`config.mk`:
```
export PLATFORM = sky130hd
export DESIGN_NAME = call_request_latch
export DESIGN_NICKNAME = d
export VERILOG_FILES = /design/src/rtl/call_request_latch.sv
export SDC_FILE = /design/constraint.sdc
export NUM_CORES = 1
export LEC_CHECK = 0
export CAP_MARGIN = 20
export CORE_MARGIN = 2
export CORE_UTILIZATION = 51
export DETAILED_ROUTE_END_ITERATION = 8
export PLACE_DENSITY = 0.77
export SYNTH_ARGS = -nofsm -noshare
export SYNTH_HDL_FRONTEND = slang
export SYNTH_SLANG_ARGS = --single-unit
```
`constraint.sdc`:
```
create_clock -name clk -period 2.7 [get_ports clk]
set_input_delay 0.54 -clock clk [delete_from_list [all_inputs] [get_ports clk]]
set_output_delay 0.54 -clock clk [all_outputs]
set_load 0.05 [all_outputs]
```
`src/rtl/call_request_latch.sv`:
```
// call_request_latch: turns debounced floor-call buttons into latched pending
// requests and scans them for the next target floor (current direction first,
// then the reverse direction from the same start floor).

// Per-floor edge detect and request latch.
module call_request_cell (
    input  logic clk,
    input  logic rst,
    input  logic btn,
    input  logic clr_hit,
    output logic press_pulse,
    output logic pending
);
    logic btn_prev;
    logic rise;

    assign rise = btn & ~btn_prev;

    // A button held through reset preloads btn_prev so it never counts as a press;
    // a clear on the same edge as a new press wins.
    always_ff @(posedge clk) begin
        if (rst) begin
            btn_prev    <= btn;
            press_pulse <= 1'b0;
            pending     <= 1'b0;
        end else begin
            btn_prev    <= btn;
            press_pulse <= rise;
            pending     <= (pending | rise) & ~clr_hit;
        end
    end
endmodule

module call_request_latch #(
    parameter int FLOORS  = 8,
    parameter int FLOOR_W = 3
) (
    input  logic               clk,
    input  logic               rst,
    input  logic [FLOORS-1:0]  btn_db,
    input  logic [FLOOR_W-1:0] cur_floor,
    input  logic               dir_up,
    input  logic               clr_valid,
    input  logic [FLOOR_W-1:0] clr_floor,
    output logic [FLOORS-1:0]  press_pulse,
    output logic [FLOORS-1:0]  pending,
    output logic               target_valid,
    output logic [FLOOR_W-1:0] target_floor
);
    localparam int                 PADW = 1 << FLOOR_W;
    localparam logic [FLOOR_W-1:0] LAST = FLOOR_W'(FLOORS - 1);

    typedef enum logic [1:0] {IDLE, SCAN_FWD, SCAN_REV, HOLD} state_t;

    state_t             state;
    logic [FLOORS-1:0]  clr_hit;
    logic [PADW-1:0]    pend_pad;
    logic [FLOOR_W-1:0] idx;
    logic [FLOOR_W-1:0] start;
    logic               dir;
    logic [FLOOR_W-1:0] start_clamp;
    logic [FLOOR_W-1:0] fwd_end;
    logic [FLOOR_W-1:0] rev_end;
    logic               hit;

    // One cell per floor; out-of-range clr_floor matches no cell.
    for (genvar i = 0; i < FLOORS; i++) begin : g_floor
        assign clr_hit[i] = clr_valid && (clr_floor == FLOOR_W'(i));
        call_request_cell u_cell (
            .clk         (clk),
            .rst         (rst),
            .btn         (btn_db[i]),
            .clr_hit     (clr_hit[i]),
            .press_pulse (press_pulse[i]),
            .pending     (pending[i])
        );
    end

    // Zero-padded copy so idx/target_floor can index any encodable floor safely.
    assign pend_pad    = PADW'(pending);
    assign hit         = pend_pad[idx];
    assign start_clamp = (int'(cur_floor) >= FLOORS) ? LAST : cur_floor;
    assign fwd_end     = dir ? LAST : '0;
    assign rev_end     = dir ? '0 : LAST;

    // Scan FSM: forward from start to the end floor, then reverse from start;
    // HOLD keeps the target until it is served or a new press forces a rescan.
    always_ff @(posedge clk) begin
        if (rst) begin
            state        <= IDLE;
            target_valid <= 1'b0;
            target_floor <= '0;
            idx          <= '0;
            start        <= '0;
            dir          <= 1'b0;
        end else begin
            case (state)
                IDLE: begin
                    target_valid <= 1'b0;
                    if (|pending) begin
                        start <= start_clamp;
                        dir   <= dir_up;
                        idx   <= start_clamp;
                        state <= SCAN_FWD;
                    end
                end
                SCAN_FWD: begin
                    if (hit) begin
                        target_floor <= idx;
                        target_valid <= 1'b1;
                        state        <= HOLD;
                    end else if (idx == fwd_end) begin
                        idx   <= start;
                        state <= SCAN_REV;
                    end else begin
                        idx <= dir ? idx + FLOOR_W'(1) : idx - FLOOR_W'(1);
                    end
                end
                SCAN_REV: begin
                    if (hit) begin
                        target_floor <= idx;
                        target_valid <= 1'b1;
                        state        <= HOLD;
                    end else if (idx == rev_end) begin
                        state <= IDLE;
                    end else begin
                        idx <= dir ? idx - FLOOR_W'(1) : idx + FLOOR_W'(1);
                    end
                end
                HOLD: begin
                    target_valid <= 1'b1;
                    if (!pend_pad[target_floor] || (|press_pulse)) begin
                        target_valid <= 1'b0;
                        start        <= start_clamp;
                        dir          <= dir_up;
                        idx          <= start_clamp;
                        state        <= SCAN_FWD;
                    end
                end
                default: state <= IDLE;
            endcase
        end
    end
endmodule
```
==> impl_metrics.env <==
export IMPL_drv_slew=0
export IMPL_fin_area_sq_mm=0.002317
export IMPL_cts_tree="yes"
export IMPL_netlist_area_sq_mm=0.001947
export IMPL_ys_ff_latch=37
export IMPL_grt_pass1_vias=1454
export IMPL_cts_buffer_depth=2
export IMPL_cpMaxStageDelayCell="dfxtp_1"
export IMPL_outcome="finished, final reports clean"
export IMPL_hold_buffers=0
export IMPL_cts_reportedPaths_clkPinSlew_ns=0.08
export IMPL_start_util_pct=53.18
export IMPL_drc=0
export IMPL_powerDensity_mw_per_mm2=908.9
export IMPL_ios=38
export IMPL_utilization_pct=63.29
export IMPL_drv_cap=0
export IMPL_wire_per_inst_um=13.98
export IMPL_post_cts_buffers=0
export IMPL_grt_pass1_wl_um=6865
export IMPL_slew_headroom_pct=65.69
export IMPL_grt_max_degree=21
export IMPL_required_ns=2.92
export IMPL_mostFrequentLayoutCells="37 x dfxtp_1, 37 x clkdlybuf4s50_1, 21 x a21oi_1, 20 x nand2_1, 18 x nor2_1"
export IMPL_final_nets=263
export IMPL_synth_top_family_by_area="simple AND/OR/NAND/NOR gates"
export IMPL_synth_compound_area_share_pct=15.75
export IMPL_ir_drop_v=0.0005032
export IMPL_coreArea_sq_mm=0.003661
export IMPL_min_period_ns=2.423
export IMPL_cts_buffers=5
export IMPL_worst_setup_path_end_kind="flop"
export IMPL_hpwl_um=2938
export IMPL_synth_fa_ha_area_share_pct=5.784
export IMPL_n_antenna_cell=0
export IMPL_fin_skew_ns=0.007516
export IMPL_synth_main_ff_cell="dfxtp_1"
export IMPL_rows=22
export IMPL_setup_viol=0
export IMPL_crit_top_cell="a21oi_1"
export IMPL_vias_per_cell=5.625
export IMPL_drive_gt1_share_pct=7.173
export IMPL_setup_tns_ns=0
export IMPL_p_leak_nw=0.8609
export IMPL_path_max_fanout=11
export IMPL_clock_sinks=37
export IMPL_grt_ovfl_total=0
export IMPL_dieArea_sq_mm=0.004328
export IMPL_grt_usage_pct=20.72
export IMPL_die_w_um=65.79
export IMPL_ys_async_sr_fraction_pct=0
export IMPL_path_delay_family="compound AO/OA/AOI/OAI gates"
export IMPL_path_cells="inv_1, ha_1, o32ai_1, a21oi_1, a31o_4, or3b_1, a21oi_1"
export IMPL_drt_antenna_violating_nets=0
export IMPL_wl_um=3985
export IMPL_worstPathArrival_ns=2.65
export IMPL_yosysWarnings=0
export IMPL_io_buffer_count=37
export IMPL_vias=1603
export IMPL_ys_seq_area_share_pct=38.05
export IMPL_clock_latency_ns=0.29
export IMPL_avgSynthCellArea_sq_um=9.013
export IMPL_synthSimpleGateAreaFrac_pct=19.86
export IMPL_final_hold_viol_count=0
export IMPL_crit_path_start_kind="flop"
export IMPL_die_h_um=65.79
export IMPL_antenna_found_initial=0
export IMPL_cts_resized_gates=0
export IMPL_rsz0062_at_grt="no"
export IMPL_cp_buffers_inverters=1
export IMPL_drt_initial_drc_count=85
export IMPL_synth_edff_count=0
export IMPL_h_tree_depth=2
export IMPL_synth_cell_type_count=40
export IMPL_routabilityCongestion=0.8904
export IMPL_finalCritPeriodShare_pct=89.73
export IMPL_clock_fmax_ghz=0.4128
export IMPL_dr_pass1_iters=4
export IMPL_dpl_cell_area_sq_mm=0.002206
export IMPL_min_path_type="reg -> reg"
export IMPL_area_growth_pct=19.02
export IMPL_cts_root_buf="clkbuf_8"
export IMPL_syn_inst=216
export IMPL_cpPeakStageDelay_ns=0.58
export IMPL_synth_net_count=243
export IMPL_synth_mux_area_share_pct=8.483
export IMPL_worst_pin_slew_ns=0.5131
export IMPL_path_class="reg -> reg"
export IMPL_synth_xor_area_share_pct=1.350
## per-layer routing
layer	track usage [%]	part of all wire (%)	routed length, um	up-vias
met5	0	0	0	-
met4	7.552	1.3	52	0
met3	5.281	6.3	250	9
met2	30.93	46	1847	57
met1	28.82	46	1835	753
li1	-	-	-	784
## worst register-to-register path: cells and delay by family, from the launching register on
family / cells / cell delay (ns)
flip-flops: 1 / 0.58
buffers and inverters: 1 / 0.15
AO/OA/AOI/OAI: 4 / 0.88
AND/OR/NAND/NOR: 1 / 0.34
adder cells (fa/ha/maj): 1 / 0.41
## registers in the layout, indices dropped and copies added, names as in the netlist
name and count:
g_floor.u_cell.press_pulse 8, g_floor.u_cell.pending 8, target_valid 1, g_floor.u_cell.btn_prev 8, start 3, state 2, target_floor 3, dir 1
idx 3
## synthesized netlist by cell type, types with 2 or more instances
cell | count | area (sq um)
buf_2 | 2 | 10.01
nand3_1 | 4 | 20.02
ha_1 | 9 | 112.6
mux4_2 | 2 | 45.04
or3_1 | 2 | 12.51
o22ai_1 | 6 | 37.54
o32ai_1 | 2 | 17.52
nor3_1 | 5 | 25.02
a21oi_1 | 21 | 105.1
nand2_1 | 20 | 75.07
dfxtp_1 | 37 | 740.7
clkbuf_1 | 4 | 15.01
a311o_1 | 2 | 20.02
mux4_1 | 2 | 52.55
nor2b_1 | 12 | 75.07
xor2_1 | 2 | 17.52
nor3b_1 | 2 | 15.01
nand2b_1 | 4 | 25.02
mux2i_1 | 3 | 30.03
nand4b_1 | 2 | 17.52
nand4_1 | 2 | 12.51
buf_4 | 16 | 120.1
o21ai_0 | 10 | 50.05
nor4_1 | 3 | 18.77
nor2_1 | 18 | 67.56
buf_6 | 3 | 33.78
inv_1 | 8 | 30.03
## worst paths after layout
check	from	cells past startpoint	slack [ns]	endpoint
setup / recovery	dir	7	0.28	state[1]
hold / removal	g_floor[0].u_cell.btn_prev	1	0.42	g_floor[0].u_cell.press_pulse
setup reg to reg	dir	7	0.28	state[1]
hold reg to reg	g_floor[0].u_cell.btn_prev	1	0.42	g_floor[0].u_cell.press_pulse
## final cells by class
type / instances / area [sq um]
clock inverters: 2 / 38.79
fillers: 315 / 1344
clock buffers: 6 / 72.57
multi-input cells: 146 / 997.2
flip-flops and latches: 37 / 740.7
inverters: 8 / 30.03
repair buffers: 38 / 377.9
well taps: 48 / 60.06
## stage by stage
stage                     total power [mW]  hold WS (ns)  worst slack [ns]  cells
after CTS                            2.108        0.4259            0.3100    285
after global placement               1.603        0.4119            0.4439    277
final                                2.106        0.4240            0.2773    285
after global routing                 2.255        0.4445            0.1638    285
after detailed placement             1.623        0.4150            0.3293    277
after floorplan                      1.451        0.3970            0.3604    216
## where the power goes
part,total [mW],internal (mW),switching (mW)
Clock,0.482,0.277,0.205
Sequential,0.733,0.620,0.113
Combinational,0.891,0.381,0.510
Total,2.11,1.28,0.828
## logic make-up (layout without fill, tap and decap cells)
family	count (synthesis)	count (layout)
compound gates	48	48
buf+inv	33	54
mux	9	9
xor+xnor	3	3
flops	37	37
simple gates	77	77
fa+ha+maj	9	9
No activity file was read; power rests on OpenSTA's default activity.
